--- src/rtl/game_flow_ctrl.sv ---
// Snake game flow sequencer: START/PLAY/END state machine, move-tick pacing
// with score-driven speed-up, and the end-of-game flash sequence.
module game_flow_ctrl #(
    parameter int unsigned TICK_INIT   = 32'd12_500_000,
    parameter int unsigned TICK_MIN    = 32'd5_000_000,
    parameter int unsigned TICK_STEP   = 32'd500_000,
    parameter int unsigned PTS_PER_LVL = 32'd4,
    parameter int unsigned FLASH_HALF  = 32'd12_500_000,
    parameter int unsigned END_TOGGLES = 32'd8
) (
    input  logic       Clk_50mhz,
    input  logic       Rst_n,
    input  logic       Key_start,
    input  logic       Hit_wall_sig,
    input  logic       Hit_body_sig,
    input  logic       Body_add_sig,
    output logic [2:0] Game_status,
    output logic       Move_tick,
    output logic       Flash_sig,
    output logic [6:0] Score,
    output logic [3:0] Speed_level
);

    typedef enum logic [2:0] {
        ST_START = 3'b001,
        ST_PLAY  = 3'b010,
        ST_END   = 3'b100
    } state_e;

    state_e      state_q, state_d;
    logic [31:0] tick_cnt_q, tick_cnt_d;
    logic [31:0] period_q, period_d;
    logic [31:0] flash_cnt_q, flash_cnt_d;
    logic [31:0] toggle_cnt_q, toggle_cnt_d;
    logic [6:0]  score_q, score_d;
    logic [3:0]  speed_q, speed_d;
    logic        flash_q, flash_d;
    logic        move_tick_q, move_tick_d;
    logic        key_d_q;
    logic        add_d_q;

    logic        key_rise_s;
    logic        add_rise_s;
    logic        hit_s;
    logic        tick_due_s;
    logic [6:0]  score_inc_s;
    logic [31:0] period_dec_s;

    assign key_rise_s   = Key_start & ~key_d_q;
    assign add_rise_s   = Body_add_sig & ~add_d_q;
    assign hit_s        = Hit_wall_sig | Hit_body_sig;
    // ">=" rather than "==" so a counter left beyond a freshly shortened
    // period wraps immediately instead of running off to 2^32.
    assign tick_due_s   = (tick_cnt_q >= (period_q - 32'd1));
    assign score_inc_s  = (score_q == 7'd127) ? 7'd127 : (score_q + 7'd1);
    assign period_dec_s = (period_q >= (TICK_MIN + TICK_STEP)) ? (period_q - TICK_STEP) : TICK_MIN;

    // Next-state and datapath update for all three game phases.
    always_comb begin
        state_d      = state_q;
        tick_cnt_d   = tick_cnt_q;
        period_d     = period_q;
        flash_cnt_d  = flash_cnt_q;
        toggle_cnt_d = toggle_cnt_q;
        score_d      = score_q;
        speed_d      = speed_q;
        flash_d      = flash_q;
        move_tick_d  = 1'b0;

        case (state_q)
            ST_START: begin
                flash_d = 1'b1;
                if (key_rise_s) begin
                    state_d    = ST_PLAY;
                    score_d    = 7'd0;
                    speed_d    = 4'd0;
                    period_d   = TICK_INIT;
                    tick_cnt_d = 32'd0;
                end else begin
                    state_d = ST_START;
                end
            end

            ST_PLAY: begin
                flash_d = 1'b1;
                if (tick_due_s) begin
                    tick_cnt_d = 32'd0;
                end else begin
                    tick_cnt_d = tick_cnt_q + 32'd1;
                end

                // A saturated score no longer changes, so it cannot trigger speed-ups.
                if (add_rise_s && (score_q != 7'd127)) begin
                    score_d = score_inc_s;
                    if ((32'(score_inc_s) % PTS_PER_LVL) == 32'd0) begin
                        period_d = period_dec_s;
                        if ((period_dec_s != period_q) && (speed_q != 4'd15)) begin
                            speed_d = speed_q + 4'd1;
                        end else begin
                            speed_d = speed_q;
                        end
                    end else begin
                        period_d = period_q;
                    end
                end else begin
                    score_d = score_q;
                end

                if (hit_s) begin
                    state_d      = ST_END;
                    flash_cnt_d  = 32'd0;
                    toggle_cnt_d = 32'd0;
                    flash_d      = 1'b0;
                    move_tick_d  = 1'b0;
                end else begin
                    move_tick_d = tick_due_s;
                end
            end

            ST_END: begin
                if (flash_cnt_q == (FLASH_HALF - 32'd1)) begin
                    flash_cnt_d = 32'd0;
                    if (toggle_cnt_q == (END_TOGGLES - 32'd1)) begin
                        toggle_cnt_d = 32'd0;
                        flash_d      = 1'b1;
                        state_d      = ST_START;
                    end else begin
                        toggle_cnt_d = toggle_cnt_q + 32'd1;
                        flash_d      = ~flash_q;
                    end
                end else begin
                    flash_cnt_d = flash_cnt_q + 32'd1;
                end
            end

            default: begin
                state_d = ST_START;
                flash_d = 1'b1;
            end
        endcase
    end

    // State, counters, registered outputs and input edge detectors.
    always_ff @(posedge Clk_50mhz or negedge Rst_n) begin
        if (!Rst_n) begin
            state_q      <= ST_START;
            tick_cnt_q   <= 32'd0;
            period_q     <= TICK_INIT;
            flash_cnt_q  <= 32'd0;
            toggle_cnt_q <= 32'd0;
            score_q      <= 7'd0;
            speed_q      <= 4'd0;
            flash_q      <= 1'b1;
            move_tick_q  <= 1'b0;
            key_d_q      <= 1'b1;
            add_d_q      <= 1'b0;
        end else begin
            state_q      <= state_d;
            tick_cnt_q   <= tick_cnt_d;
            period_q     <= period_d;
            flash_cnt_q  <= flash_cnt_d;
            toggle_cnt_q <= toggle_cnt_d;
            score_q      <= score_d;
            speed_q      <= speed_d;
            flash_q      <= flash_d;
            move_tick_q  <= move_tick_d;
            key_d_q      <= Key_start;
            add_d_q      <= Body_add_sig;
        end
    end

    assign Game_status = state_q;
    assign Move_tick   = move_tick_q;
    assign Flash_sig   = flash_q;
    assign Score       = score_q;
    assign Speed_level = speed_q;

endmodule
--- config.mk ---
export PLATFORM = sky130hd
export DESIGN_NAME = game_flow_ctrl
export DESIGN_NICKNAME = d
export VERILOG_FILES = /design/src/rtl/game_flow_ctrl.sv
export SDC_FILE = /design/constraint.sdc
export NUM_CORES = 1
export LEC_CHECK = 0
export CORE_MARGIN = 2
export CORE_UTILIZATION = 30
export CTS_CLUSTER_SIZE = 8
export DETAILED_ROUTE_END_ITERATION = 6
export DONT_BUFFER_PORTS = 1
export PLACE_DENSITY_LB_ADDON = 0.05
export SLEW_MARGIN = 40
export SYNTH_ARGS = -nofsm -noshare
export SYNTH_HDL_FRONTEND = slang
export SYNTH_SLANG_ARGS = --single-unit
--- constraint.sdc ---
create_clock -name Clk_50mhz -period 14.6 [get_ports Clk_50mhz]
set_input_delay 4.38 -clock Clk_50mhz [delete_from_list [all_inputs] [get_ports Clk_50mhz]]
set_output_delay 4.38 -clock Clk_50mhz [all_outputs]
set_load 0.005 [all_outputs]
==> results of run 1 <==
logic make-up after synthesis:
group / after synthesis / synth area share
fa+ha+maj: 41 / 0.0549
buf+inv: 83 / 0.0345
compound gates: 292 / 0.201
mux: 4 / 0.00428
simple gates: 458 / 0.255
flops: 146 / 0.393
xor+xnor: 61 / 0.0572
critical path: cells and delay by family:
kind	cells	cell delay [ns]
mux	1	0.11
simple gates	3	1.67
compound gates	2	0.31
through the flow:
stage | instance area [sq um] | std cells
after CTS | 10400 | 1472
after global routing | 10500 | 1473
after floorplan | 9350 | 1085
final | 10500 | 1473
after global placement | 9770 | 1440
after detailed placement | 9770 | 1440
worst min-delay path by stage:
stage	start	endpoint	slack (ns)	depth (start not counted)
floorplan	flash_cnt_q[13]$_DFFE_PN0P_	flash_cnt_q[13]$_DFFE_PN0P_	0.44	1
global placement	flash_cnt_q[13]$_DFFE_PN0P_	flash_cnt_q[13]$_DFFE_PN0P_	0.48	1
detailed placement	flash_cnt_q[13]$_DFFE_PN0P_	flash_cnt_q[13]$_DFFE_PN0P_	0.48	1
CTS	flash_cnt_q[13]$_DFFE_PN0P_	flash_cnt_q[13]$_DFFE_PN0P_	0.49	1
global route	flash_cnt_q[13]$_DFFE_PN0P_	flash_cnt_q[13]$_DFFE_PN0P_	0.51	1
finish	flash_cnt_q[13]$_DFFE_PN0P_	flash_cnt_q[13]$_DFFE_PN0P_	0.48	1
where the power goes:
part	switching (mW)	internal [mW]	total, mW	leakage [nW]
logic	0.0273	0.0214	0.0487	2.08
registers	0.0306	0.426	0.457	1.81
clock network	0.196	0.312	0.508	0.321
total	0.254	0.760	1.01	4.21
per-layer routing:
layer,wire (um),part of all wire,global-route usage,vias up
li1,-,-,-,3992
met5,0,0,0,-
met4,313,0.012,0.0429,0
met1,13100,0.48,0.229,3939
met3,542,0.020,0.0283,22
met2,13200,0.49,0.286,68
area by class of cell:
cell class / count / share of cell area
repair buffers: 19 / 0.0134
clock buffers: 19 / 0.0424
clock inverters: 13 / 0.0212
multi-input cells: 856 / 0.516
inverters: 24 / 0.00862
well taps: 396 / 0.0474
flip-flops and latches: 146 / 0.351
synth_stat cells, types with 30 or more instances:
cell type  count  share of area
nor2_1        98          0.039
clkbuf_1      51          0.020
xor2_1        30          0.028
a21oi_1       53          0.028
o31ai_1       31          0.025
ha_1          41          0.055
nand4_1       45          0.030
nand3_1       54          0.029
o21ai_0       99          0.053
xnor2_1       31          0.029
dfrtp_1      131           0.35
nand2_1       99          0.040
registers in the layout, summed over array words and instances, names as in the netlist:
signal        count
Speed_level       4
tick_cnt_q       32
Move_tick         1
key_d_q           1
Game_status       3
period_q         32
flash_cnt_q      32
add_d_q           1
Score             7
Flash_sig         1
toggle_cnt_q     32
layout by cell type (no fill, tap or decap), drive strengths merged, types with 7 or more instances in the layout:
master    n
clkbuf   20
inv      28
or3       8
nor2b    12
nand2    99
dfrtp   131
a31oi    26
xor2     30
a21oi    53
nand3    54
and4     10
nor2     99
o41ai     7
buf      18
nand4    45
nor4     23
nand2b   10
and2     13
and3     26
ha       41
o211ai   12
dfstp    15
a22o      7
nor3     27
o21ai    99
or4      12
xnor2    31
o31ai    32
==> results.md, run 1 <==
- Setup CP Type: input pin to flop
- Core outline area: 0.0307 sq mm
- R2R cell count: 17
- DP Worst Slack: 7.98 ns
- Vias in the first global route: 7872
- GRT Total Usage: 0.171
- RSZ-0062 raised after global routing: false
- Synth cell types: 75
- Capturing point of the worst reg2reg path: tick_cnt_q[30]$_DFFE_PN0P_
- Largest stage delay, worst path: 0.77 ns
- Pre-antenna DRT Iters: 5
- Final Slew Violations: 0
- Slowest cell on crit path: or3b_1
- CTS resizes: 0
- CP cell instances: o21ba_2 -> mux2i_1 -> or2_2 -> or3b_1 -> or2_2 -> o31ai_1
- Initial core utilization: 0.305
- Cells after Synth: 1085
- Sequential Area: 0.00367 sq mm
- Pwr dens: 97.0 mW/mm^2
- CP required: 14.94 ns
- HP Class: flop to flop
- VDD IR max: 0.0000799 V
- Hold Buf Count CTS: 0
- Number of flops mapped to enable cells by yosys: 0
- Avg Inst Size Synth: 8.61 sq um
- Die footprint: 0.0326 sq mm
- Synthesized area: 0.00935 sq mm
- CTS H-tree lvls: 4
- Port Buffers: 0
- Period minus WS final: 6.14 ns
- Area Growth Syn to Fin: 11.8%
- CP Capture Point: toggle_cnt_q[15]$_DFFE_PN0P_
- Ys flop type: dfrtp_1
- Post-CTS setup buffers: 0
- Clk Latency, worst-skew pair: 0.44 ns
- Clock transition at path regs: 0.06 ns
- Final WS setup: 8.46 ns
- Worst hold slack: 0.485 ns
- Worst relative slew slack: 0.453
- Fmax: 0.163 GHz
- Largest net degree at the start of global routing: 147
- Fraction of registers with async set/reset: 1.00
- Crit path max fanout: 20
- Final setup vio count: 0
- Crit. Startpoint: Hit_body_sig
- CP Data Arrival Time: 6.48 ns
- Static Leakage: 4.21 nW
- CTS Buffer Depth: 2
- Area of the multi-input gates: 0.00539 sq mm
- Vias/cell: 5.45
- GP Congestion: 0.739
- Critical path startpoint category: input pin
- Final WL: 27200 um
- Tcrit/Tclk final: 0.421
- First-pass GRT wire length: 44800 um
- Detailed placer's ending HPWL: 18300 um
- Chip Height: 180 um
- Row cnt: 64
- Seq/Total Area, Yosys: 0.393
- Total power: 1.01 mW
- Hold Violations, Final: 0
- Crit end category: flop
- Synthesized net count: 1132
- CTS tree: done
- Number of synthesized register bits: 146
- Status: completed
- Yosys warnings: 0
- GRT overflow: 0
- Initial antenna violation count: 0
- Nets: 1111
- Via count: 8021
- Clock skew: 0.0121 ns
- Residual DRC: 0
- # fillers: 3222
- Slew @ Worst Pin: 0.821 ns
- 1st-iter DRT viols: 550
- MaxCap Viol Count: 0
- Clock sink count: 146
- Cell mode on critical path: or2_2
- Die width: 180 um
- R2r setup slk: 9.32 ns
- WL/cell: 18.4 um
- Setup TNS: 0 ns
- CTS root buf: clkbuf_16
- Worst r2r src: period_q[0]$_DFFE_PN0P_
- Antenna diodes: 0
- Top Ports: 22
- Layout cells sized above 1: 0.0836
- DRT antenna net count: 0
- CTS buffer count: 17
- Util after Layout: 0.341
(Power assumes the default switching activity.)
==> run 2, diff against run 1 <==
--- a/config.mk
+++ b/config.mk
@@ -5,6 +5,7 @@
 export SDC_FILE = /design/constraint.sdc
 export NUM_CORES = 1
 export LEC_CHECK = 0
+export ABC_AREA = 1
 export CORE_MARGIN = 2
 export CORE_UTILIZATION = 30
 export CTS_CLUSTER_SIZE = 8
==> constraint.sdc (replaced) <==
create_clock -name Clk_50mhz -period 5.9 [get_ports Clk_50mhz]
set_input_delay 1.77 -clock Clk_50mhz [delete_from_list [all_inputs] [get_ports Clk_50mhz]]
set_output_delay 1.77 -clock Clk_50mhz [all_outputs]
set_load 0.005 [all_outputs]
==> run 2 against run 1 <==
Compared with the run above: die area increased by 13%; non-clock buffer count decreased by 14; clock power is 140% higher; power grew to 3.0 times the previous value; global-route usage grew 1.6 points; clock skew increased by 0.0024 ns; area after synthesis increased by 13%; sequential cell count did not move; critical path type is now flop to flop; largest cell class unchanged; largest power group is now sequential cells.
==> results.md, run 2 <==
- VDD IR max: 0.000213 V
- Synthesized net count: 1495
- CP Data Arrival Time: 4.06 ns
- Port Buffers: 0
- DRT antenna net count: 0
- Period minus WS final: 3.74 ns
- Net Switching: 1.01 mW
- Clock transition at path regs: 0.07 ns
- Final Slew Violations: 0
- Final setup vio count: 0
- Synth cell types: 50
- Switching Fraction: 0.328
- Fraction of registers with async set/reset: 1.00
- Cells after Synth: 1448
- Setup CP Type: flop to flop
- CTS resizes: 0
- RSZ-0062 raised after global routing: false
- Largest stage delay, worst path: 0.36 ns
- Hold Buf Count CTS: 0
- GP Congestion: 0.864
- Synth area leaders: dfrtp_1 31%, nand2_1 12%, xor2_1 6.2%
- First-pass GRT wire length: 52700 um
- Antenna diodes: 0
- CTS tree: done
- Worst relative slew slack: 0.524
- Number of synthesized register bits: 146
- Die width: 191 um
- Most frequent cell after synthesis: nand2_1
- Status: completed
- WL/cell: 17.1 um
- Final cell count without fillers: 1909
- 1st-iter DRT viols: 531
- Inst Count DP: 1877
- Cell mode on critical path: nor2_4
- Worst hold slack: 0.536 ns
- Initial core utilization: 0.305
- Tcrit/Tclk final: 0.634
- Via count: 9354
- Layout cells sized above 1: 0.0915
- GRT overflow: 0
- Cell taking the most area after synthesis: dfrtp_1
- # fillers: 3809
- Core outline area: 0.0345 sq mm
- Nets: 1488
- Vias in the first global route: 9160
- Crit end category: flop
- Post-synth top cells: 324 x nand2_1, 163 x inv_1, 159 x nor2_1, 131 x dfrtp_1, 87 x nand3_1
- Residual DRC: 0
- Largest net degree at the start of global routing: 147
- Critical path startpoint category: flop
- Hold Violations, Final: 0
- GRT Total Usage: 0.186
- Clk Latency, worst-skew pair: 0.46 ns
- Post-CTS setup buffers: 0
- MaxCap Viol Count: 0
- Top Ports: 22
- Pwr dens: 265 mW/mm^2
- Synthesized area: 0.0105 sq mm
- Row cnt: 68
- CTS Buffer Depth: 2
- Part of the power in registers: 0.416
- Seq/Total Area, Yosys: 0.348
- Detailed placer's ending HPWL: 24900 um
- Placed instance area: 0.0110 sq mm
- Clock skew: 0.0145 ns
- Yosys warnings: 0
- Crit path max fanout: 13
- Vias/cell: 4.90
- Area Growth Syn to Fin: 10.5%
- Setup TNS: 0 ns
- Static Leakage: 5.34 nW
- Pre-antenna DRT Iters: 7
- Total power: 3.09 mW
- Slew @ Worst Pin: 0.708 ns
- Int Pwr: 2.08 mW
- Clock sink count: 146
- Number of flops mapped to enable cells by yosys: 0
- Chip Height: 191 um
- Comb pwr share: 0.185
- Most common cell after layout, fill and taps aside: nand2_1
- Initial antenna violation count: 0
- Fmax: 0.267 GHz
- Final WL: 32600 um
- CTS root buf: clkbuf_16
- Slowest cell on crit path: dfrtp_1
- CP cell instances: inv_1 -> ha_1 -> inv_1 -> nor2_4 -> inv_2 -> nor2_4 -> nand3_4 -> nor2_4 -> nand4_4 -> nor2_2 -> nand2_1 -> xor2_1 -> ha_1 -> nand2_1 -> nor3_1 -> nand3_1 -> nor2_1 -> nand4_2 -> nand4_1 -> buf_4 -> o21ai_0
- Synth top area share: 0.311
- Clock share of power: 0.399
- Post-Layout Inst Area: 0.0117 sq mm
- CTS buffer count: 17
- Commonest non-fill, non-tap cells in the layout: 324 x nand2_1, 161 x inv_1, 159 x nor2_1, 131 x dfrtp_1, 87 x nand3_1
- Die footprint: 0.0367 sq mm
- Avg Inst Size Synth: 7.28 sq um
- Ys flop type: dfrtp_1
- HP Class: flop to flop
- CP required: 6.22 ns
- CTS H-tree lvls: 4
[run 2: cell count changes after synthesis, sizes merged, moves of 20 or more]
| cell | delta |
|---|---|
| nand2 | +236 |
| nor2 | +83 |
| clkbuf | -36 |
| and3 | -23 |
| nand3 | +40 |
| inv | +157 |
| a31oi | -20 |
| xor2 | +45 |
| o22ai | +24 |
| nor3 | +35 |
[run 2: cells by family (layout without fill, tap and decap cells)]
| kind of cell | after synthesis | after routing | synth area share |
|---|---|---|---|
| buffers and inverters | 212 | 218 | 0.0793 |
| XOR/XNOR | 92 | 92 | 0.0764 |
| AND/OR/NAND/NOR | 758 | 758 | 0.340 |
| flip-flops | 146 | 146 | 0.348 |
| AO/OA/AOI/OAI | 199 | 199 | 0.107 |
| adder cells (fa/ha/maj) | 41 | 41 | 0.0486 |
[run 2: final timing paths]
| kind | start | to | slack (ns) | cells past startpoint |
|---|---|---|---|---|
| setup / recovery | period_q[0]$_DFFE_PN0P_ | tick_cnt_q[9]$_DFFE_PN0P_ | 2.16 | 21 |
| max in group asynchronous | Rst_n | period_q[13]$_DFFE_PN1P_ | 4.56 | 0 |
| hold reg to reg | flash_cnt_q[11]$_DFFE_PN0P_ | flash_cnt_q[11]$_DFFE_PN0P_ | 0.54 | 2 |
| setup reg to reg | period_q[0]$_DFFE_PN0P_ | tick_cnt_q[9]$_DFFE_PN0P_ | 2.16 | 21 |
| hold / removal | flash_cnt_q[11]$_DFFE_PN0P_ | flash_cnt_q[11]$_DFFE_PN0P_ | 0.54 | 2 |
| min in group asynchronous | Rst_n | toggle_cnt_q[9]$_DFFE_PN0P_ | 1.01 | 0 |
[run 2: layout make-up]
cell class,count,area [sq um],share of cell area
multi-input combinational,1090,6040,0.518
sequential,146,3670,0.315
inverter,181,684,0.0587
tap,455,569,0.0489
clock buffer,19,453,0.0389
clock inverter,13,196,0.0169
timing repair buffer,5,37.5,0.00322
[run 2: worst max-delay path, delay by kind of cell (launching register included)]
| kind | cells | cell delay, ns |
|---|---|---|
| DFF | 1 | 0.36 |
| AOI/OAI and AO/OA | 1 | 0.10 |
| and+or+nand+nor | 13 | 1.90 |
| buffers and inverters | 4 | 0.55 |
| xor gates and xnor gates | 1 | 0.17 |
| adders and majority gates | 2 | 0.50 |
[run 2: metrics by stage]
stage | util | setup WS, ns
global placement | 0.318 | 1.60
CTS | 0.337 | 2.10
floorplan | - | 2.58
finish | 0.337 | 2.16
global route | 0.337 | 1.72
detailed placement | 0.318 | 1.94
[run 2: per-layer routing]
metal	vias up	routed length (um)	GRT usage
met5	-	0	0
met4	0	420	0.0473
met3	27	719	0.0237
met2	116	14300	0.289
met1	4411	17200	0.272
li1	4800	-	-
[run 2: power by group through the flow]
stage | sequential, mW | combinational (mW) | clock, mW
4_1_cts | 1.28 | 0.575 | 1.26
3_5_place_dp | 1.30 | 0.572 | 0
6_report | 1.28 | 0.571 | 1.23
2_1_floorplan | 1.25 | 0.458 | 0
5_1_grt | 1.31 | 0.665 | 1.30
3_3_place_gp | 1.30 | 0.570 | 0
